`src/rtl/stack_op_sequencer_if.sv`:
```
// ---------------------------------------------------------------------------
// stack_op_sequencer_if
//   Command/response bundle between the decode/control unit (master) and
//   the stack operation sequencer (slave).
//
//   cmd_valid  master -> slave  command present
//   cmd_ready  slave -> master  sequencer can accept a command (IDLE only)
//   cmd_op     master -> slave  0 NOP,1 PUSH,2 POP,3 DUP,4 SWAP,5 BINOP,
//                               6 CLEAR,7 illegal
//   cmd_imm    master -> slave  PUSH immediate
//   rsp_data   slave -> master  last popped value
//   done       slave -> master  pulse on the final cycle of an accepted command
//   err        slave -> master  pulse on a rejected command
//   err_code   slave -> master  01 overflow, 10 underflow, 11 illegal
// ---------------------------------------------------------------------------
interface stack_op_sequencer_if #(
  parameter int WIDTH = 16
);
  logic             cmd_valid;
  logic             cmd_ready;
  logic [2:0]       cmd_op;
  logic [WIDTH-1:0] cmd_imm;
  logic [WIDTH-1:0] rsp_data;
  logic             done;
  logic             err;
  logic [1:0]       err_code;

  modport master (
    output cmd_valid, cmd_op, cmd_imm,
    input  cmd_ready, rsp_data, done, err, err_code
  );

  modport slave (
    input  cmd_valid, cmd_op, cmd_imm,
    output cmd_ready, rsp_data, done, err, err_code
  );
endinterface

```
`src/rtl/stack_op_sequencer.sv`:
```
// ---------------------------------------------------------------------------
// stack_op_sequencer
//   Accepts one stack command at a time and expands it into the per-cycle
//   strobe sequence that drives DataStackSystem (TR register, register file
//   and data pointer). Tracks the item count so overflow, underflow and
//   illegal opcodes are rejected before any datapath strobe fires.
//
//   Stack layout assumed in DataStackSystem: TR holds the top item, the
//   register file entry at DP holds NOS, DP moves by one per push/pop of the
//   register-file part of the stack.
//
// Ports
//   CLK        in   rising-edge clock
//   reset_n    in   synchronous active-low reset
//   bus        slave command/response interface (stack_op_sequencer_if)
//   tr_value   in   current TR contents (source for popped data)
//   tr_src_a   out  immediate latched at accept (TR mux input a)
//   tr_src     out  TR mux select: 0 imm, 1 NOS, 2 ALU
//   tr_write   out  TR load strobe
//   reg_write  out  register file write of TR at DP
//   dp_inc     out  00 hold, 01 DP+1, 10 DP-1
//   ds_reset   out  active-high reset to DataStackSystem
//   depth      out  current item count
// ---------------------------------------------------------------------------
module stack_op_sequencer #(
  parameter int WIDTH   = 16,
  parameter int DEPTH   = 16,
  parameter int DEPTH_W = 5
) (
  input  logic                 CLK,
  input  logic                 reset_n,
  stack_op_sequencer_if.slave  bus,
  input  logic [WIDTH-1:0]     tr_value,
  output logic [WIDTH-1:0]     tr_src_a,
  output logic [2:0]           tr_src,
  output logic                 tr_write,
  output logic                 reg_write,
  output logic [1:0]           dp_inc,
  output logic                 ds_reset,
  output logic [DEPTH_W-1:0]   depth
);

  localparam logic [2:0] OP_NOP   = 3'd0;
  localparam logic [2:0] OP_PUSH  = 3'd1;
  localparam logic [2:0] OP_POP   = 3'd2;
  localparam logic [2:0] OP_DUP   = 3'd3;
  localparam logic [2:0] OP_SWAP  = 3'd4;
  localparam logic [2:0] OP_BINOP = 3'd5;
  localparam logic [2:0] OP_CLEAR = 3'd6;

  localparam logic [2:0] SRC_IMM = 3'd0;
  localparam logic [2:0] SRC_NOS = 3'd1;
  localparam logic [2:0] SRC_ALU = 3'd2;

  localparam logic [1:0] DP_HOLD = 2'b00;
  localparam logic [1:0] DP_UP   = 2'b01;
  localparam logic [1:0] DP_DOWN = 2'b10;

  localparam logic [1:0] ERR_NONE  = 2'b00;
  localparam logic [1:0] ERR_OVER  = 2'b01;
  localparam logic [1:0] ERR_UNDER = 2'b10;
  localparam logic [1:0] ERR_ILL   = 2'b11;

  localparam logic [DEPTH_W-1:0] DEPTH_MAX = DEPTH_W'(DEPTH);
  localparam logic [DEPTH_W-1:0] DEPTH_ONE = DEPTH_W'(1);
  localparam logic [DEPTH_W-1:0] DEPTH_TWO = DEPTH_W'(2);

  typedef enum logic [2:0] {
    INIT,
    IDLE,
    INC,
    WR,
    LD,
    DEC,
    SW,
    ERR
  } state_t;

  state_t               state;
  state_t               state_next;
  logic [2:0]           op_q;
  logic [1:0]           err_code_q;
  logic [WIDTH-1:0]     rsp_q;
  logic                 accept;
  logic [1:0]           check_code;
  logic                 done_c;
  logic                 err_c;

  // Legality of a command given the item count at the moment of accept.
  function automatic logic [1:0] legality(input logic [2:0]         op,
                                          input logic [DEPTH_W-1:0] d);
    logic [1:0] code;
    code = ERR_NONE;
    case (op)
      OP_PUSH:           if (d == DEPTH_MAX) code = ERR_OVER;
      OP_DUP:            if (d == DEPTH_MAX) code = ERR_OVER;
                         else if (d == '0)   code = ERR_UNDER;
      OP_POP:            if (d == '0)        code = ERR_UNDER;
      OP_SWAP, OP_BINOP: if (d < DEPTH_TWO)  code = ERR_UNDER;
      3'd7:              code = ERR_ILL;
      default:           code = ERR_NONE;
    endcase
    return code;
  endfunction

  // Item count after a completed command, clamped to [0, DEPTH] so a
  // corrupted op register can never make the counter wrap.
  function automatic logic [DEPTH_W-1:0] depth_after(input logic [2:0]         op,
                                                     input logic [DEPTH_W-1:0] d);
    logic [DEPTH_W-1:0] n;
    n = d;
    case (op)
      OP_PUSH, OP_DUP:  if (d != DEPTH_MAX) n = d + DEPTH_ONE;
      OP_POP, OP_BINOP: if (d != '0)        n = d - DEPTH_ONE;
      OP_CLEAR:         n = '0;
      default:          n = d;
    endcase
    return n;
  endfunction

  assign accept     = (state == IDLE) && bus.cmd_valid;
  assign check_code = legality(bus.cmd_op, depth);

  // State register and command/result latches
  always_ff @(posedge CLK) begin
    if (!reset_n) begin
      state      <= INIT;
      op_q       <= OP_NOP;
      err_code_q <= ERR_NONE;
      tr_src_a   <= '0;
      rsp_q      <= '0;
      depth      <= '0;
    end else begin
      state <= state_next;
      if (accept) begin
        op_q       <= bus.cmd_op;
        err_code_q <= check_code;
        tr_src_a   <= bus.cmd_imm;
      end
      // A POP captures TR either in its single WR cycle (depth 1) or in the
      // LD cycle, before NOS is moved up into TR.
      if (op_q == OP_POP && (state == WR || state == LD)) begin
        rsp_q <= tr_value;
      end
      if (done_c) begin
        depth <= depth_after(op_q, depth);
      end
    end
  end

  // Next-state decode; the route taken from IDLE is fixed at accept using
  // the depth seen at that moment.
  always_comb begin
    state_next = state;
    case (state)
      INIT: state_next = IDLE;
      IDLE: begin
        if (accept) begin
          if (check_code != ERR_NONE) begin
            state_next = ERR;
          end else begin
            case (bus.cmd_op)
              OP_PUSH:  state_next = (depth == '0) ? WR : INC;
              OP_POP:   state_next = (depth == DEPTH_ONE) ? WR : LD;
              OP_DUP:   state_next = INC;
              OP_SWAP:  state_next = SW;
              OP_BINOP: state_next = LD;
              default:  state_next = WR;
            endcase
          end
        end
      end
      INC:     state_next = WR;
      LD:      state_next = DEC;
      WR:      state_next = IDLE;
      DEC:     state_next = IDLE;
      SW:      state_next = IDLE;
      ERR:     state_next = IDLE;
      default: state_next = INIT;
    endcase
  end

  // Strobe decode. WR is the shared single-cycle finishing state; what it
  // drives depends on the latched op (NOP, short POP and CLEAR also end here).
  always_comb begin
    tr_src    = SRC_IMM;
    tr_write  = 1'b0;
    reg_write = 1'b0;
    dp_inc    = DP_HOLD;
    ds_reset  = 1'b0;
    done_c    = 1'b0;
    err_c     = 1'b0;
    case (state)
      INIT: ds_reset = 1'b1;
      INC:  dp_inc   = DP_UP;
      WR: begin
        done_c = 1'b1;
        case (op_q)
          OP_PUSH: begin
            tr_write  = 1'b1;
            // The first item lives only in TR; later pushes spill TR first.
            reg_write = (depth != '0);
          end
          OP_DUP:   reg_write = 1'b1;
          OP_CLEAR: ds_reset  = 1'b1;
          default:  ;
        endcase
      end
      LD: begin
        tr_write = 1'b1;
        tr_src   = (op_q == OP_BINOP) ? SRC_ALU : SRC_NOS;
      end
      DEC: begin
        dp_inc = DP_DOWN;
        done_c = 1'b1;
      end
      SW: begin
        // Both writes sample pre-edge TR and NOS, so they exchange.
        reg_write = 1'b1;
        tr_write  = 1'b1;
        tr_src    = SRC_NOS;
        done_c    = 1'b1;
      end
      ERR:     err_c = 1'b1;
      default: ;
    endcase
  end

  assign bus.cmd_ready = (state == IDLE);
  assign bus.done      = done_c;
  assign bus.err       = err_c;
  assign bus.err_code  = err_c ? err_code_q : ERR_NONE;
  assign bus.rsp_data  = rsp_q;

endmodule

```
`src/flat_wrapper.sv`:
```
// flat-port wrapper written by rule: the top's interface ports become plain ports
module stack_op_sequencer_flat 
#(
  parameter int WIDTH   = 16,
  parameter int DEPTH   = 16,
  parameter int DEPTH_W = 5
)
  (CLK, reset_n, tr_value, tr_src_a, tr_src, tr_write, reg_write, dp_inc, ds_reset, depth, bus_cmd_valid, bus_cmd_op, bus_cmd_imm, bus_cmd_ready, bus_rsp_data, bus_done, bus_err, bus_err_code);
  stack_op_sequencer_if #(.WIDTH(WIDTH)) bus_i ();
  input  logic CLK;
  input  logic reset_n;
  input  logic [WIDTH-1:0] tr_value;
  output logic [WIDTH-1:0] tr_src_a;
  output logic [2:0] tr_src;
  output logic tr_write;
  output logic reg_write;
  output logic [1:0] dp_inc;
  output logic ds_reset;
  output logic [DEPTH_W-1:0] depth;
  input wire logic [$bits(bus_i.cmd_valid)-1:0] bus_cmd_valid;
  input wire logic [$bits(bus_i.cmd_op)-1:0] bus_cmd_op;
  input wire logic [$bits(bus_i.cmd_imm)-1:0] bus_cmd_imm;
  output wire logic [$bits(bus_i.cmd_ready)-1:0] bus_cmd_ready;
  output wire logic [$bits(bus_i.rsp_data)-1:0] bus_rsp_data;
  output wire logic [$bits(bus_i.done)-1:0] bus_done;
  output wire logic [$bits(bus_i.err)-1:0] bus_err;
  output wire logic [$bits(bus_i.err_code)-1:0] bus_err_code;
  assign bus_i.cmd_valid = bus_cmd_valid;
  assign bus_i.cmd_op = bus_cmd_op;
  assign bus_i.cmd_imm = bus_cmd_imm;
  assign bus_cmd_ready = bus_i.cmd_ready;
  assign bus_rsp_data = bus_i.rsp_data;
  assign bus_done = bus_i.done;
  assign bus_err = bus_i.err;
  assign bus_err_code = bus_i.err_code;
  stack_op_sequencer #(.WIDTH(WIDTH), .DEPTH(DEPTH), .DEPTH_W(DEPTH_W)) u_core (.CLK(CLK), .reset_n(reset_n), .bus(bus_i), .tr_value(tr_value), .tr_src_a(tr_src_a), .tr_src(tr_src), .tr_write(tr_write), .reg_write(reg_write), .dp_inc(dp_inc), .ds_reset(ds_reset), .depth(depth));
endmodule
```
`config.mk`:
```
export PLATFORM = sky130hd
export DESIGN_NAME = stack_op_sequencer_flat
export DESIGN_NICKNAME = d
export VERILOG_FILES = /design/src/rtl/stack_op_sequencer_if.sv /design/src/rtl/stack_op_sequencer.sv /design/src/flat_wrapper.sv
export SDC_FILE = /design/constraint.sdc
export NUM_CORES = 1
export LEC_CHECK = 0
export CAP_MARGIN = 30
export CORE_UTILIZATION = 44
export DETAILED_ROUTE_END_ITERATION = 7
export PLACE_DENSITY = 0.9
export SYNTH_ARGS = -nofsm -noshare
export SYNTH_HDL_FRONTEND = slang
export SYNTH_SLANG_ARGS = --single-unit
export TNS_END_PERCENT = 20
```
`constraint.sdc`:
```
create_clock -name CLK -period 2.19 [get_ports CLK]
set_clock_uncertainty 0.2 [all_clocks]
set_input_delay 0.438 -clock CLK [delete_from_list [all_inputs] [get_ports CLK]]
set_output_delay 0.438 -clock CLK [all_outputs]
set_load 0.01 [all_outputs]
```
==> summary.md <==
| Metric | Value |
|---|---|
| CTS Buffer Depth | `2` |
| Initial antenna violation count | `0` |
| Synth area leader | `dfxtp_1` |
| Largest net degree at the start of global routing | `46` |
| Hold-fix buffers at CTS | `0` |
| Largest family of logic cells by synthesized area | `simple AND/OR/NAND/NOR gates` |
| Main flop type after synthesis | `dfxtp_1` |
| Startpoint Class | `register` |
| Post-synthesis sequential area ratio | `38.90%` |
| Setup ws final | `-0.1242 ns` |
| Leak pwr | `0.001333 µW` |
| Post-Synth XOR/XNOR Area | `0.3782%` |
| Synth Register Bits | `45` |
| Cells after Synth | `276` |
| List of most frequent post-synthesis cells | `nand2_1 (51), dfxtp_1 (45), nor2b_1 (21)` |
| First-pass GRT wire length | `9742 µm` |
| Fmax | `0.4321 GHz` |
| Gr ovfl total | `0` |
| Post-Syn Nets | `318` |
| Failing checks | `negative setup slack` |
| DR WL/cell | `14.19 µm` |
| Filler cells | `431` |
| Asr flop ratio synth | `0%` |
| Worst min path class | `register to register` |
| Site row count | `26` |
| Max IR drop VDD | `0.3912 mV` |
| Clk slew on worst S/H paths | `0.09 ns` |
| Total Wirelength | `6330 µm` |
| Compound-Gate Fraction of Synth Area | `19.34%` |
| Initial core utilization | `45.64%` |
| Setup TNS | `-0.1242 ns` |
| Detailed placement HPWL | `4410 µm` |
| Final worst-path cycle share | `105.7%` |
| Simple-Gate Fraction of Synth Area | `25.39%` |
| Mux contribution to synthesized area | `7.347%` |
| Number of nets with antenna violations after routing | `0` |
| Tmin final | `2.314 ns` |
| Clock latency on the worst-skew pair | `0.30 ns` |
| Vias | `2368` |
| Max cap viols | `0` |
| Synth area leaders | `dfxtp_1 (39%), nand2_1 (8.3%), mux2i_1 (7.3%)` |
| DRT iter0 DRCs | `154` |
| Worst setup EP type | `output port` |
| Most frequent cell after synthesis | `nand2_1` |
| EDFF count, synth | `0` |
| Die height | `74.55 µm` |
| CTS buffer count | `5` |
| Vias in the first global route | `2193` |
| Syn Area/Cell | `8.391 µm²` |
| Die Span X | `74.55 µm` |
| Layout cells sized above 1 | `15.96%` |
| Antenna diode count | `0` |
| TritonRoute pass-1 iters | `5` |
| Post-synthesis instance area | `0.002316 mm²` |
| Number of distinct library cells after synthesis | `49` |
| CTS H-Tree Depth | `2` |
| Power Density | `494.9 mW/mm²` |
| Status | `finished, violations left` |
| Final hold vios | `0` |
| Io pins | `88` |
| # DRC | `0` |
| Final core occ | `69.03%` |
| Required time worst endpoint | `1.55 ns` |
| Number of synthesis warnings | `0` |
| Arr. time, crit path | `1.68 ns` |
| Core box area | `0.005075 mm²` |
| I/O Buffers | `86` |
| Clk sink count | `45` |
| Fin. max-slew vios | `0` |
| Crit path kind | `register to output port` |
| RSZ-0062 raised after global routing | `true` |
| Clock Root Buffer | `clkbuf_8` |
| Layout Nets | `417` |
| DR vias/cell | `5.309` |
| CTS tree | `yes` |
| Full die area | `0.005558 mm²` |
| Total global-route track usage | `22.83%` |
| Final setup viols | `1` |
| Post-Synth Adder-Cell Area | `2.161%` |
| Critical Path Fanout Max | `2` |
| Area delta synth->final | `51.27%` |
| Pre-CTS setup slack | `-0.2063 ns` |
| Area share of the largest cell type after synthesis | `38.90%` |
| Placer Congestion | `0.9095` |
-- flip-flops by register name (all words and copies together) (netlist names) --
| register | flops |
|---|---|
| u_core.depth | 5 |
| u_core.tr_src_a | 16 |
| u_core.op_q | 3 |
| u_core.err_code_q | 2 |
| u_core.bus.rsp_data | 16 |
| u_core.state | 3 |
-- critical path: stages, from the launching register on --
cell	delay, ns
dfxtp_2	0.33
inv_2	0.07
ha_4	0.14
or4b_4	0.47
o21ai_2	0.16
a21oi_1	0.07
buf_2	0.14
-- cells in the final DEF, fill, tap and decap left out, types with 5 or more instances in the layout --
cell / instances
dlygate4sd2_1: 5
dfxtp_1: 39
nor2b_1: 21
a31oi_1: 5
buf_4: 24
mux2i_1: 17
a21boi_0: 20
nor2_1: 11
clkdlybuf4s50_1: 74
a21oi_1: 9
clkbuf_8: 5
o21ai_0: 10
nand2_1: 51
-- report_power, final --
group	switching, µW	internal [µW]	total (µW)
clock	292	226	518
sequential	20.4	845	865
combinational	157	194	351
total	469	1260	1730
-- final timing paths --
check	cells past startpoint	end	slack, ns	from
max	6	reg_write	-0.12	u_core.depth[1]
min	2	u_core.tr_src_a[6]	0.26	u_core.tr_src_a[6]
max reg2reg	8	u_core.depth[2]	0.06	u_core.depth[1]
min reg2reg	2	u_core.tr_src_a[6]	0.26	u_core.tr_src_a[6]
-- cell families (layout without fill, tap and decap cells) --
| logic type | after synthesis | count (layout) |
|---|---|---|
| other | 1 | 1 |
| AOI/OAI and AO/OA | 65 | 65 |
| and+or+nand+nor | 116 | 116 |
| buffers and inverters | 27 | 127 |
| xor gates and xnor gates | 1 | 1 |
| muxes | 17 | 17 |
| adders and majority gates | 4 | 4 |
| DFF | 45 | 45 |
-- per-layer routing --
| layer | track usage [%] | up-vias | part of all wire (%) |
|---|---|---|---|
| met4 | 11.95 | 0 | 3.7 |
| li1 | - | 1145 | - |
| met1 | 27.11 | 1079 | 39 |
| met3 | 4.336 | 26 | 7.3 |
| met5 | 0 | - | 0 |
| met2 | 39.04 | 118 | 50 |
-- through the flow --
| step | cell area (µm²) | hold slack, ns | cells | total power (µW) |
|---|---|---|---|---|
| finish | 3503 | 0.2637 | 446 | 1734 |
| global route | 3503 | 0.2944 | 446 | 1816 |
| CTS | 3446 | 0.2693 | 444 | 1740 |
| detailed placement | 3349 | 0.2587 | 436 | 1225 |
| global placement | 3349 | 0.2482 | 436 | 1215 |
| floorplan | 2316 | 0.2717 | 276 | 1041 |
-- area by class of cell --
cell class,instances,area (µm²),area share [%]
multi-input combinational,204,1316,37.57
timing repair buffer,112,1070,30.54
sequential,45,913.4,26.07
tap,70,87.58,2.500
clock buffer,5,68.82,1.964
inverter,7,26.28,0.7500
clock inverter,3,21.27,0.6071
-- repair_timing --
item                       CTS  global route
setup buffers                0             2
resized for setup           21            20
pin swaps                    0             3
setup endpoints to repair   12            10
No activity file was read; power rests on OpenSTA's default activity.
